===== config.mk =====
export PLATFORM = sky130hd
export DESIGN_NAME = rv_muldiv
export DESIGN_NICKNAME = d
export VERILOG_FILES = /design/src/rtl/rv_muldiv.sv
export SDC_FILE = /design/constraint.sdc
export NUM_CORES = 1
export LEC_CHECK = 0
export ABC_AREA = 1
export ABC_CLOCK_PERIOD_IN_PS = 2480
export BUFFER_PORTS_ARGS = -buffer_cell sky130_fd_sc_hd__buf_2
export CAP_MARGIN = 20
export CORE_MARGIN = 2
export CORE_UTILIZATION = 40
export CTS_CLUSTER_SIZE = 20
export DETAILED_ROUTE_END_ITERATION = 8
export PLACE_DENSITY_LB_ADDON = 0.05
export SLEW_MARGIN = 20
export SYNTH_ARGS = -nofsm -noshare
export SYNTH_HDL_FRONTEND = slang
export SYNTH_SLANG_ARGS = --single-unit

===== constraint.sdc =====
create_clock -name i_clk -period 2.48 [get_ports i_clk]
set_input_delay 0.124 -clock i_clk [delete_from_list [all_inputs] [get_ports i_clk]]
set_output_delay 0.124 -clock i_clk [all_outputs]
set_load 0.05 [all_outputs]

===== src/rtl/rv_muldiv.sv =====
// -----------------------------------------------------------------------------
// rv_muldiv -- iterative RV32M multiply/divide unit (one bit per clock).
//
// Accepts one operation over a valid/ready handshake and holds the result
// until the consumer takes it. Multiplication is shift-add over operand
// magnitudes with a 2*XLEN product register. Division is restoring, one
// quotient bit per cycle, sharing the same register. Signs are applied in
// a single FIX cycle. Divide-by-zero and signed overflow complete on a fast
// path straight to DONE.
//
// Configuration macro:
//   RV_MULDIV_DIV_EN  defined   -> divider present, all eight ops supported
//                     undefined -> divider removed; ops 1xx finish on the
//                                  fast path with result 0, div_zero 0
//
// Ports:
//   i_clk       clock, rising edge
//   i_rst_n     asynchronous active-low reset
//   i_valid     request valid
//   o_ready     unit idle, request can be accepted
//   i_md_op     RV32M funct3 (MUL..REMU)
//   i_op_a      operand a (multiplicand / dividend)
//   i_op_b      operand b (multiplier / divisor)
//   i_kill      synchronous abort of any in-flight or held operation
//   o_valid     result valid
//   i_ready     consumer accepts the result
//   o_result    registered result
//   o_div_zero  result came from a divide/remainder by zero
// -----------------------------------------------------------------------------
module rv_muldiv #(
  parameter int XLEN = 32
) (
  input  logic            i_clk,
  input  logic            i_rst_n,
  input  logic            i_valid,
  output logic            o_ready,
  input  logic [2:0]      i_md_op,
  input  logic [XLEN-1:0] i_op_a,
  input  logic [XLEN-1:0] i_op_b,
  input  logic            i_kill,
  output logic            o_valid,
  input  logic            i_ready,
  output logic [XLEN-1:0] o_result,
  output logic            o_div_zero
);

  localparam int CW = $clog2(XLEN);

  localparam logic [2:0] OP_MUL    = 3'b000;
  localparam logic [2:0] OP_MULH   = 3'b001;
  localparam logic [2:0] OP_MULHSU = 3'b010;
  localparam logic [2:0] OP_DIV    = 3'b100;
  localparam logic [2:0] OP_REM    = 3'b110;

  typedef enum logic [1:0] {
    S_IDLE = 2'b00,
    S_CALC = 2'b01,
    S_FIX  = 2'b10,
    S_DONE = 2'b11
  } state_e;

  state_e              state_q, state_d;
  logic [CW-1:0]       cnt_q, cnt_d;
  logic [2:0]          op_q, op_d;
  logic                neg_q, neg_d;        // product / quotient sign
  logic [XLEN-1:0]     a_q, a_d;            // multiplicand or divisor magnitude
  logic [2*XLEN-1:0]   prod_q, prod_d;      // product, or {remainder, quotient}
  logic [XLEN-1:0]     result_q, result_d;
  logic                div_zero_q, div_zero_d;
`ifdef RV_MULDIV_DIV_EN
  logic                neg_rem_q, neg_rem_d; // remainder follows dividend sign
`endif

  logic                accept_s;
  logic                a_signed_s, b_signed_s;
  logic                a_neg_s, b_neg_s;
  logic [XLEN-1:0]     a_mag_s, b_mag_s;
  logic                fast_s;
  logic [XLEN-1:0]     fast_result_s;
  logic                fast_div_zero_s;
  logic [XLEN:0]       mul_sum_s;
  logic [2*XLEN-1:0]   prod_fix_s;
`ifdef RV_MULDIV_DIV_EN
  logic [2*XLEN:0]     div_shift_s;
  logic [XLEN:0]       div_trial_s;
  logic [XLEN-1:0]     quo_fix_s;
  logic [XLEN-1:0]     rem_fix_s;
  logic                div_by_zero_s;
  logic                div_ovf_s;
`endif

  assign o_ready    = (state_q == S_IDLE);
  assign o_valid    = (state_q == S_DONE);
  assign o_result   = result_q;
  assign o_div_zero = div_zero_q;

  // Kill blocks acceptance in the same cycle.
  assign accept_s = i_valid & (state_q == S_IDLE) & ~i_kill;

  // Operand sign handling at accept.
  assign a_signed_s = (i_md_op == OP_MULH) | (i_md_op == OP_MULHSU) |
                      (i_md_op == OP_DIV)  | (i_md_op == OP_REM);
  assign b_signed_s = (i_md_op == OP_MULH) | (i_md_op == OP_DIV) |
                      (i_md_op == OP_REM);
  assign a_neg_s    = a_signed_s & i_op_a[XLEN-1];
  assign b_neg_s    = b_signed_s & i_op_b[XLEN-1];
  assign a_mag_s    = a_neg_s ? (-i_op_a) : i_op_a;
  assign b_mag_s    = b_neg_s ? (-i_op_b) : i_op_b;

`ifdef RV_MULDIV_DIV_EN
  assign div_by_zero_s = i_md_op[2] & (i_op_b == {XLEN{1'b0}});
  // Most-negative dividend over -1 overflows; answer is fixed.
  assign div_ovf_s     = ((i_md_op == OP_DIV) | (i_md_op == OP_REM)) &
                         (i_op_a == {1'b1, {(XLEN-1){1'b0}}}) &
                         (i_op_b == {XLEN{1'b1}});
  assign fast_s          = div_by_zero_s | div_ovf_s;
  assign fast_div_zero_s = div_by_zero_s;
  // op[1] selects the remainder variants (REM/REMU).
  assign fast_result_s   = div_by_zero_s ? (i_md_op[1] ? i_op_a : {XLEN{1'b1}})
                                         : (i_md_op[1] ? {XLEN{1'b0}} : i_op_a);
`else
  assign fast_s          = i_md_op[2];
  assign fast_div_zero_s = 1'b0;
  assign fast_result_s   = {XLEN{1'b0}};
`endif

  // Shift-add step: add multiplicand into the upper half when the current
  // multiplier bit (product LSB) is set, then shift right by one.
  assign mul_sum_s = {1'b0, prod_q[2*XLEN-1:XLEN]} +
                     (prod_q[0] ? {1'b0, a_q} : {(XLEN+1){1'b0}});

  assign prod_fix_s = neg_q ? (-prod_q) : prod_q;

`ifdef RV_MULDIV_DIV_EN
  // Restoring step: shift {rem, quo} left, try subtracting the divisor.
  assign div_shift_s = {prod_q, 1'b0};
  assign div_trial_s = div_shift_s[2*XLEN:XLEN] - {1'b0, a_q};
  assign quo_fix_s   = neg_q ? (-prod_q[XLEN-1:0]) : prod_q[XLEN-1:0];
  assign rem_fix_s   = neg_rem_q ? (-prod_q[2*XLEN-1:XLEN]) : prod_q[2*XLEN-1:XLEN];
`endif

  // FSM state register.
  always_ff @(posedge i_clk or negedge i_rst_n) begin
    if (!i_rst_n) begin
      state_q <= S_IDLE;
    end else begin
      state_q <= state_d;
    end
  end

  // FSM next-state logic; kill overrides every transition.
  always_comb begin
    state_d = state_q;
    case (state_q)
      S_IDLE: begin
        if (accept_s) begin
          state_d = fast_s ? S_DONE : S_CALC;
        end else begin
          state_d = S_IDLE;
        end
      end
      S_CALC: begin
        if (cnt_q == CW'(XLEN - 1)) begin
          state_d = S_FIX;
        end else begin
          state_d = S_CALC;
        end
      end
      S_FIX: state_d = S_DONE;
      S_DONE: begin
        if (i_ready) begin
          state_d = S_IDLE;
        end else begin
          state_d = S_DONE;
        end
      end
      default: state_d = S_IDLE;
    endcase
    if (i_kill) begin
      state_d = S_IDLE;
    end else begin
      state_d = state_d;
    end
  end

  // Datapath next-state: latch at accept, iterate in CALC, sign-fix in FIX.
  always_comb begin
    cnt_d      = cnt_q;
    op_d       = op_q;
    neg_d      = neg_q;
    a_d        = a_q;
    prod_d     = prod_q;
    result_d   = result_q;
    div_zero_d = div_zero_q;
`ifdef RV_MULDIV_DIV_EN
    neg_rem_d  = neg_rem_q;
`endif
    case (state_q)
      S_IDLE: begin
        if (accept_s) begin
          op_d  = i_md_op;
          cnt_d = {CW{1'b0}};
          neg_d = a_neg_s ^ b_neg_s;
`ifdef RV_MULDIV_DIV_EN
          neg_rem_d = a_neg_s;
`endif
          if (i_md_op[2]) begin
            a_d    = b_mag_s;
            prod_d = {{XLEN{1'b0}}, a_mag_s};
          end else begin
            a_d    = a_mag_s;
            prod_d = {{XLEN{1'b0}}, b_mag_s};
          end
          if (fast_s) begin
            result_d   = fast_result_s;
            div_zero_d = fast_div_zero_s;
          end else begin
            div_zero_d = 1'b0;
          end
        end else begin
          cnt_d = cnt_q;
        end
      end
      S_CALC: begin
        cnt_d = cnt_q + CW'(1);
`ifdef RV_MULDIV_DIV_EN
        if (op_q[2]) begin
          if (!div_trial_s[XLEN]) begin
            prod_d = {div_trial_s[XLEN-1:0], div_shift_s[XLEN-1:1], 1'b1};
          end else begin
            prod_d = div_shift_s[2*XLEN-1:0];
          end
        end else begin
          prod_d = {mul_sum_s, prod_q[XLEN-1:1]};
        end
`else
        prod_d = {mul_sum_s, prod_q[XLEN-1:1]};
`endif
      end
      S_FIX: begin
`ifdef RV_MULDIV_DIV_EN
        if (op_q[2]) begin
          result_d = op_q[1] ? rem_fix_s : quo_fix_s;
        end else if (op_q == OP_MUL) begin
          result_d = prod_fix_s[XLEN-1:0];
        end else begin
          result_d = prod_fix_s[2*XLEN-1:XLEN];
        end
`else
        if (op_q == OP_MUL) begin
          result_d = prod_fix_s[XLEN-1:0];
        end else begin
          result_d = prod_fix_s[2*XLEN-1:XLEN];
        end
`endif
      end
      S_DONE: begin
        result_d = result_q;
      end
      default: begin
        result_d = result_q;
      end
    endcase
  end

  // Datapath registers.
  always_ff @(posedge i_clk or negedge i_rst_n) begin
    if (!i_rst_n) begin
      cnt_q      <= {CW{1'b0}};
      op_q       <= 3'b000;
      neg_q      <= 1'b0;
      a_q        <= {XLEN{1'b0}};
      prod_q     <= {(2*XLEN){1'b0}};
      result_q   <= {XLEN{1'b0}};
      div_zero_q <= 1'b0;
`ifdef RV_MULDIV_DIV_EN
      neg_rem_q  <= 1'b0;
`endif
    end else begin
      cnt_q      <= cnt_d;
      op_q       <= op_d;
      neg_q      <= neg_d;
      a_q        <= a_d;
      prod_q     <= prod_d;
      result_q   <= result_d;
      div_zero_q <= div_zero_d;
`ifdef RV_MULDIV_DIV_EN
      neg_rem_q  <= neg_rem_d;
`endif
    end
  end

endmodule

# Yosys cells after proc, flatten, opt, wreduce, memory -nomap -nowiden
# Index checks and enable logic that the tools add are counted.
# Widths: inputs -> output; s select.
[classes] add_sub_neg=5 eq_ne=10 n_mux=20 bitwise_logic=11 reduce_logical=7
[op_table] operator="$mux 32" count=8
[op_table] operator="$mux 64" count=2
[op_table] operator="$pmux 64 s2" count=1
[op_table] operator="$neg 32->32" count=2
[op_table] operator="$neg 64->64" count=1
[op_table] operator="$pmux 32 s2" count=1
[op_table] operator="$add 32x32->33" count=1
[op_table] operator="$mux 2" count=5
[op_table] operator="$pmux 5 s2" count=1
[op_table] operator="$pmux 2 s4" count=1
[op_table] operator="$eq 3x3->1 const B" count=2
[op_table] operator="$add 5x1->5 const B" count=1
[op_table] operator="$eq 5x5->1 const B" count=1
[op_table] operator="$mux 5" count=1
[op_table] operator="$or 1x1->1" count=5
[op_table] operator="$and 1x1->1" count=4
[op_table] operator="$eq 2x2->1 const B" count=2
[op_table] operator="$ne 2x1->1 const B" count=2
[op_table] operator="$reduce_and 2->1" count=2
[op_table] operator="$reduce_bool 2->1" count=2
[op_table] operator="$eq 3x1->1 const B" count=1
[op_table] operator="$eq 3x2->1 const B" count=1
[op_table] operator="$logic_not 3->1" count=1
[op_table] operator="$reduce_and 3->1" count=1
[op_table] operator="other kinds (4)" count=4
[totals] ff_bits=139 input_bits=72 output_inout_bits=35

# Logic depth before layout (Yosys ltp)
# Gate-level depths: netlist of the first run.
[depth] word_depth=9 ltp_mapped=17

# Worst setup path after synthesis of the first run
# Ideal clock, no wire load.
[synth_path] path_type="reg2reg" start="reg state_q[0]" end="reg result_q[7] (netlist: o_result[7])" setup_time_ns=0.124 arrival_time_ns=2.279 required_time_ns=2.356 slack_ns=0.077 stages_incl_launch_ff=8 synth_period_minus_slack_ns=2.403 path_cell_list="dfrtp_1 > nor2_1 > nand3_1 > nor2_2 > o21ai_1 > clkbuf_1 > nand2_1 > nand2_1"
[synth_via] elab_chain_len=5 word_cells_on_any_way=9 classes_between="eq/ne (3); mux (1); bitwise (2); reduce/logical (3)"
[synth_rtl] item="from (decl)" line_no="62" rtl="state_e state_q, state_d;"
[synth_rtl] item="from (signal assigned)" line_no="147" rtl="state_q <= state_d;"
[synth_rtl] item="$logic_not 2->1 (*)"
[synth_rtl] item="net o_ready" line_no="36" rtl="output logic o_ready,"
[synth_rtl] item="$and 1x1->1 (2 in series)" line_no="98" rtl="assign accept_s = i_valid & (state_q == S_IDLE) & ~i_kill;"
[synth_rtl] item="$ne 2x1->1 (no line)"
[synth_rtl] item="$reduce_and 3->1 (no line)"
[synth_rtl] item="to (signal assigned)" line_no="274" rtl="result_q <= {XLEN{1'b0}};"
[synth_rtl] item="to (signal assigned)" line_no="285" rtl="result_q <= result_d;"
[synth_rtl] item="to (decl)" line_no="68" rtl="logic [XLEN-1:0] result_q, result_d;"
# Mark *: on every way through the listed nets, which the timed path passes. The rest lies on a longest branch.
# A chain may end at the register's enable or synchronous reset.

# Worst setup path in the final report of the first run
[layout_path] start="reg prod_q[0]" end="reg prod_q[60]"
[layout_via] elab_chain_len=3
[layout_rtl] item="from (decl)" line_no="67" rtl="logic [2*XLEN-1:0] prod_q, prod_d;"
[layout_rtl] item="from (signal assigned)" line_no="273" rtl="prod_q <= {(2*XLEN){1'b0}};"
[layout_rtl] item="from (signal assigned)" line_no="284" rtl="prod_q <= prod_d;"
[layout_rtl] item="$mux 32" line_no="130" rtl="(prod_q[0] ? {1'b0, a_q} : {(XLEN+1){1'b0}});"
[layout_rtl] item="$add 32x32->33" line_no="129" rtl="assign mul_sum_s = {1'b0, prod_q[2*XLEN-1:XLEN]} +"
[layout_rtl] item="$pmux 64 s2" line_no="198" rtl="case (state_q)"
# No other way between the ends.

==> results of run 1 <==
==> power breakdown <==
| part | leakage, uW | total [uW] | internal (uW) | switching, uW |
|---|---|---|---|---|
| logic | 0.00561 | 9470 | 2880 | 6590 |
| clock network | 0.000330 | 3020 | 1840 | 1180 |
| registers | 0.00178 | 4290 | 3180 | 1110 |
| total | 0.00772 | 16800 | 7900 | 8890 |
==> placed cells by master (no fill, tap or decap), types with 11 or more instances in the layout <==
cell | synthesis | layout
nand3b_1 | 22 | 22
xor2_1 | 38 | 38
dfrtp_1 | 139 | 137
buf_4 | 1 | 53
a21oi_1 | 86 | 83
o21ai_0 | 100 | 96
o22ai_1 | 36 | 36
inv_1 | 250 | 250
o21ai_1 | 8 | 11
nor2_1 | 271 | 271
buf_2 | 14 | 104
nand2_1 | 719 | 715
clkbuf_16 | 0 | 17
nor3_1 | 25 | 23
nand4_1 | 22 | 22
ha_1 | 37 | 32
nand3_1 | 225 | 224
==> what timing repair did <==
| action | CTS | global route |
|---|---|---|
| resized for setup | 0 | 20 |
| hold buffers | 6 | 0 |
| endpoints found under the hold margin | 119 | 0 |
| endpoints found under the setup margin | 0 | 27 |
==> kinds of logic (layout without fill, tap and decap cells) <==
| logic type | count (synthesis) | count (layout) |
|---|---|---|
| buffers and inverters | 317 | 456 |
| AND/OR/NAND/NOR | 1303 | 1303 |
| AO/OA/AOI/OAI | 261 | 261 |
| other | 1 | 2 |
| flip-flops | 139 | 139 |
| XOR/XNOR | 42 | 42 |
| adder cells (fa/ha/maj) | 38 | 38 |
==> cell usage after synthesis, types with 3 or more instances <==
cell / n / share of area
nand2_1: 719 / 0.22
nor2_1: 271 / 0.082
inv_1: 250 / 0.076
nand3_1: 225 / 0.091
dfrtp_1: 139 / 0.28
o21ai_0: 100 / 0.040
a21oi_1: 86 / 0.035
clkbuf_1: 44 / 0.013
xor2_1: 38 / 0.027
ha_1: 37 / 0.037
o22ai_1: 36 / 0.018
nor3_1: 25 / 0.010
nand3b_1: 22 / 0.013
nand4_1: 22 / 0.011
buf_2: 14 / 0.0057
o21ai_1: 8 / 0.0032
o211ai_1: 6 / 0.0036
and2_1: 5 / 0.0025
a21o_1: 4 / 0.0024
inv_2: 4 / 0.0012
nand2_2: 4 / 0.0020
o221ai_1: 4 / 0.0028
xnor2_1: 4 / 0.0028
a21boi_0: 3 / 0.0018
a31oi_1: 3 / 0.0015
o21bai_1: 3 / 0.0018
==> worst max-delay path by stage <==
stage	start	endpoint	slack, ns
3_3_place_gp	prod_q[0]	prod_q[59]	0.12
3_5_place_dp	prod_q[0]	prod_q[61]	0.09
5_1_grt	prod_q[0]	o_result[4]	-0.05
6_report	prod_q[0]	prod_q[60]	0.16
2_1_floorplan	state_q[0]	o_result[7]	0.08
4_1_cts	prod_q[0]	prod_q[59]	0.09
==> critical path, cell delays in order, from the launching register on <==
cell and delay, ns:
dfrtp_2 0.44, buf_12 0.17, nand2_1 0.09, inv_1 0.05, ha_1 0.37, a21oi_2 0.22, o21ai_0 0.12, buf_4 0.16
nand2_1 0.05, nand2_1 0.08, a21oi_1 0.23, nand3_1 0.10, nand3_1 0.09, nand2_1 0.05
==> through the flow <==
step / hold slack (ns) / setup TNS, ns / power [uW]
after floorplan: -0.172 / 0 / 10100
after global placement: 0.0245 / 0 / 13400
after detailed placement: 0.0211 / 0 / 13500
after CTS: 0.0137 / 0 / 16500
after global routing: 0.0427 / -0.187 / 18000
final: 0.0234 / 0 / 16800
==> metal layers <==
metal  GRT usage  wire (um)
met1       0.419      22800
met5           0          0
met2       0.511      23000
met4       0.170       2850
met3      0.0535       3220
==> state kept, by name (all words and copies together) (netlist names) <==
name      count
cnt_q         5
o_result     32
state_q       2
a_q          32
op_q          3
neg_q         1
prod_q       64
==> final cells by class <==
type	instances	area share
multi-input combinational	1645	0.538
sequential	139	0.240
timing repair buffer	169	0.0752
inverter	255	0.0661
tap	396	0.0342
clock buffer	18	0.0303
clock inverter	14	0.0159
antenna	1	0.000173
==> impl_metrics.ini, run 1 <==
[synth]
ys_seq_area_frac = 0.281
synth.mux.area_fraction = 0
synth_compound_area_frac = 0.116
synthAdderAreaFrac = 0.0390
synth_ff_type = dfrtp_1
async_flop_share = 1.00
synth_top_family_by_area = simple AND/OR/NAND/NOR gates
ys_ff_latch = 139
synth_xor_area_frac = 0.0297
yosysUniqueCellTypes = 45
synth_edf_count = 0
yosysWarnings = 0
synth.cell_area_um2 = 12400
avgSynthCellArea_um2 = 5.89
synthesis.nets = 2211
synth_simple_gate_area_frac = 0.436
syn-instance-count = 2101

[routing]
finalWirelength_mm = 51.8
first_pass_iters = 5
viasPerCell = 5.35
antenna_left = 0
drtIter0Drc = 1142
wl_per_cell_um = 19.7
routed-via-count = 14100
drcViolationCount = 0

[worst_setup_path]
crit-reg2reg-launch = prod_q[0]
cp_data_required_time_ns = 2.83
r2r_setup_slack_ns = 0.16
crit_fanout = 30
start_kind = register
endpoint_kind = register
critical_path_class = register to register
r2r_end = prod_q[60]
worstPathArrival_ns = 2.67
reg2reg_depth = 13

[clock_tree]
cts_sinks = 139
cts_setup_buffers = 0
worstSkewPairLatency_ns = 0.46
cts-root-buf = clkbuf_16
cts_buffer_depth = 2
cts_made_buffers = 17
clk_pin_slew_ns = 0.07
htree_levels = 4
cts_tree = built

[floorplan]
dieHeight_um = 180
rows = 64
die_w_um = 180
core_um2 = 30500
die-area_um2 = 32400
start_util = 0.406
ios = 107

[timing]
rsz0062_at_grt = true
setup_violations = 0
slew_headroom = 0.317
max_freq_mhz = 430
timing.final.crit_share = 0.937
clock_skew_ns = 0.0126
slew_viol_final = 0
hold_violations = 0
worstMarginPinSlew_ns = 1.02
fin_crit_ns = 2.32
finalWorstSetupSlack_ns = 0.157

[placed_design]
hpwl_mm = 42.0
placement.io_buffers = 105
gp_congestion = 0.957
dp_slack_ns = 0.0935
place_inst = 2598
place_area_um2 = 13700

[finish]
syn_to_final_growth_pct = 17.1
nFillCells = 3372
final_cell_count_no_fill = 2637
regArea_um2 = 3480
multiInputGateArea_um2 = 7790
final_area_um2 = 14500
drive_above_1_share = 0.100
nets = 2337
final_core_util = 0.475

[run]
maxCapViolations = 0

[min_path]
min_to = a_q[6]
hold_depth = 4
hp-start = i_op_b[6]
hold_path.class = input pin to register

[run_status]
outcome = complete, no violations

[power]
p_per_area_nw_per_um2 = 1160
leakage_uw = 0.00772
irDropWorstVdd_v = 0.000623

[global_routing]
grt_pass1_vias = 13700
track_usage = 0.321
grt_pass1_wl_mm = 79.3
grt_max_degree = 60
grt-ovfl-total = 0
antenna_found_initial = 1
(Power assumes the default switching activity.)
==> run 2, diff against run 1 <==
- BUFFER_PORTS_ARGS: -buffer_cell sky130_fd_sc_hd__buf_2 -> not set
- CORE_UTILIZATION: 40 -> 53
- DONT_BUFFER_PORTS: not set -> 1
==> impl_metrics.ini, run 2 (same netlist as run 1, synthesis figures left out) <==
[routing]
wl_per_cell_um = 19.2
first_pass_iters = 6
finalWirelength_mm = 47.5
drcViolationCount = 0
viasPerCell = 5.77
antenna_left = 0
drtIter0Drc = 1553
routed-via-count = 14300

[timing]
slew_viol_final = 0
hold_violations = 140
setup_violations = 0
rsz0062_at_grt = true
clock_skew_ns = 0.0132
slew_headroom = 0.412
worstMarginPinSlew_ns = 0.880
timing.final.crit_share = 0.961
max_freq_mhz = 420
fin_crit_ns = 2.38
fin_hold_ws_ns = -0.636

[power]
power_frac_clock = 0.170
pwr-share-seq = 0.317
p_sw_uw = 8620
p_comb_frac = 0.513
p_per_area_nw_per_um2 = 1140
switching_share = 0.538
irDropWorstVdd_v = 0.000524
leakage_uw = 0.00735
internal_power_uw = 7410

[placed_design]
placement.io_buffers = 0
hpwl_mm = 37.2
gp_congestion = 1.02
place_area_um2 = 12900

[min_path]
hold_path.class = input pin to asynchronous set/reset pin

[global_routing]
track_usage = 0.392
antenna_found_initial = 1
grt-ovfl-total = 0
grt_max_degree = 140
grt_pass1_wl_mm = 73.1
grt_pass1_vias = 13300

[clock_tree]
worstSkewPairLatency_ns = 0.45
cts-root-buf = clkbuf_16
cts_hold_buf = 46
htree_levels = 4
cts_tree = built
clk_pin_slew_ns = 0.07
cts_buffer_depth = 2
cts_sinks = 139
cts_made_buffers = 17

[finish]
top_register = prod_q
drive_above_1_share = 0.0522
final_area_um2 = 14100
antennaDiodeCount = 0
largest_reg_flops = 64
mostFrequentLayoutCell = nand2_1
nFillCells = 2297
final_core_util = 0.617
final_cell_mix = nand2_1, nor2_1, inv_1
nets = 2260
syn_to_final_growth_pct = 13.6

[worst_setup_path]
critical_path_class = register to register
crit_family = simple AND/OR/NAND/NOR gates
path_cells = inv_2 > ha_1 > nand3_1 > nor2_2 > nand2_1 > nor2_1 > nand2_1 > nand2_1 > nand3_1 > nand2_1 > nand3_1 > nand2_1 > nand2_1
start_kind = register
worstPathArrival_ns = 2.72
slowest_stage = dfrtp_2
cp_num_buf_inv = 1
crit_fanout = 7
endpoint_kind = register
critPathMostFrequentCell = nand2_1
cp_data_required_time_ns = 2.81
cp_slowest_stage_delay_ns = 0.44

[run_status]
violations = hold timing
outcome = complete, but fails checks

[floorplan]
die-area_um2 = 24600
core_um2 = 22800
die_w_um = 157
rows = 55
start_util = 0.543
ios = 107
dieHeight_um = 157

[run]
maxCapViolations = 0
==> run 2: changes by cell type in the layout (fill, tap and decap cells not counted), sizes merged <==
cell and delta:
buf -117, dlygate4sd3 +40, diode -1, bufinv -3
inv +4, clkinv -1
==> run 2: timing repair <==
action	in CTS	in global routing
endpoints found under the hold margin	191	139
gates resized for setup	0	26
setup buffers	0	1
endpoints found under the setup margin	0	34
==> run 2: per-layer routing <==
layer  GRT usage  wire length (um)  share of wire  vias to the layer above
met1       0.510             19400           0.41                     6545
met4       0.213              2920          0.061                        2
met2       0.617             21000           0.44                      740
met3      0.0717              4160          0.087                      157
li1            -                 -              -                     6840
met5           0                16        0.00034                        -
==> run 2: layout make-up <==
type	count	area, um2	share of cell area
clock inverters	14	171	0.0122
flip-flops and latches	139	3480	0.247
repair buffers	92	835	0.0593
inverters	255	957	0.0681
multi-input cells	1645	7790	0.554
clock buffers	18	439	0.0312
well taps	313	392	0.0278
==> run 2: worst paths after layout <==
check                                from           end  slack [ns]  depth (start not counted)
min in group i_clk              i_op_a[4]     prod_q[4]       -0.01                          3
worst max-delay path            prod_q[0]  o_result[26]         0.1                         13
worst min register to register    a_q[27]       a_q[27]        0.51                          2
worst min-delay path              i_rst_n    prod_q[61]       -0.64                          0
worst max register to register  prod_q[0]  o_result[26]         0.1                         13
max in group asynchronous         i_rst_n         neg_q        2.88                          0
==> run 2: power by group through the flow <==
| stage | Combinational [uW] | Sequential (uW) | Clock, uW |
|---|---|---|---|
| finish | 8220 | 5080 | 2720 |
| CTS | 7900 | 5020 | 2740 |
| global placement | 7690 | 5050 | 0 |
| detailed placement | 7760 | 5050 | 0 |
| floorplan | 5540 | 4570 | 0 |
| global route | 9080 | 5160 | 2840 |
==> run 2: through the flow <==
stage	setup slack [ns]	hold WS, ns	total power, uW	setup TNS [ns]	instances
CTS	0.0254	-0.645	15700	0	2475
floorplan	0.0775	-0.172	10100	0	2101
finish	0.0965	-0.636	16000	0	2476
detailed placement	0.0453	-0.168	12800	0	2397
global route	-0.0263	-0.649	17100	-0.0454	2476
global placement	0.0520	-0.169	12700	0	2397
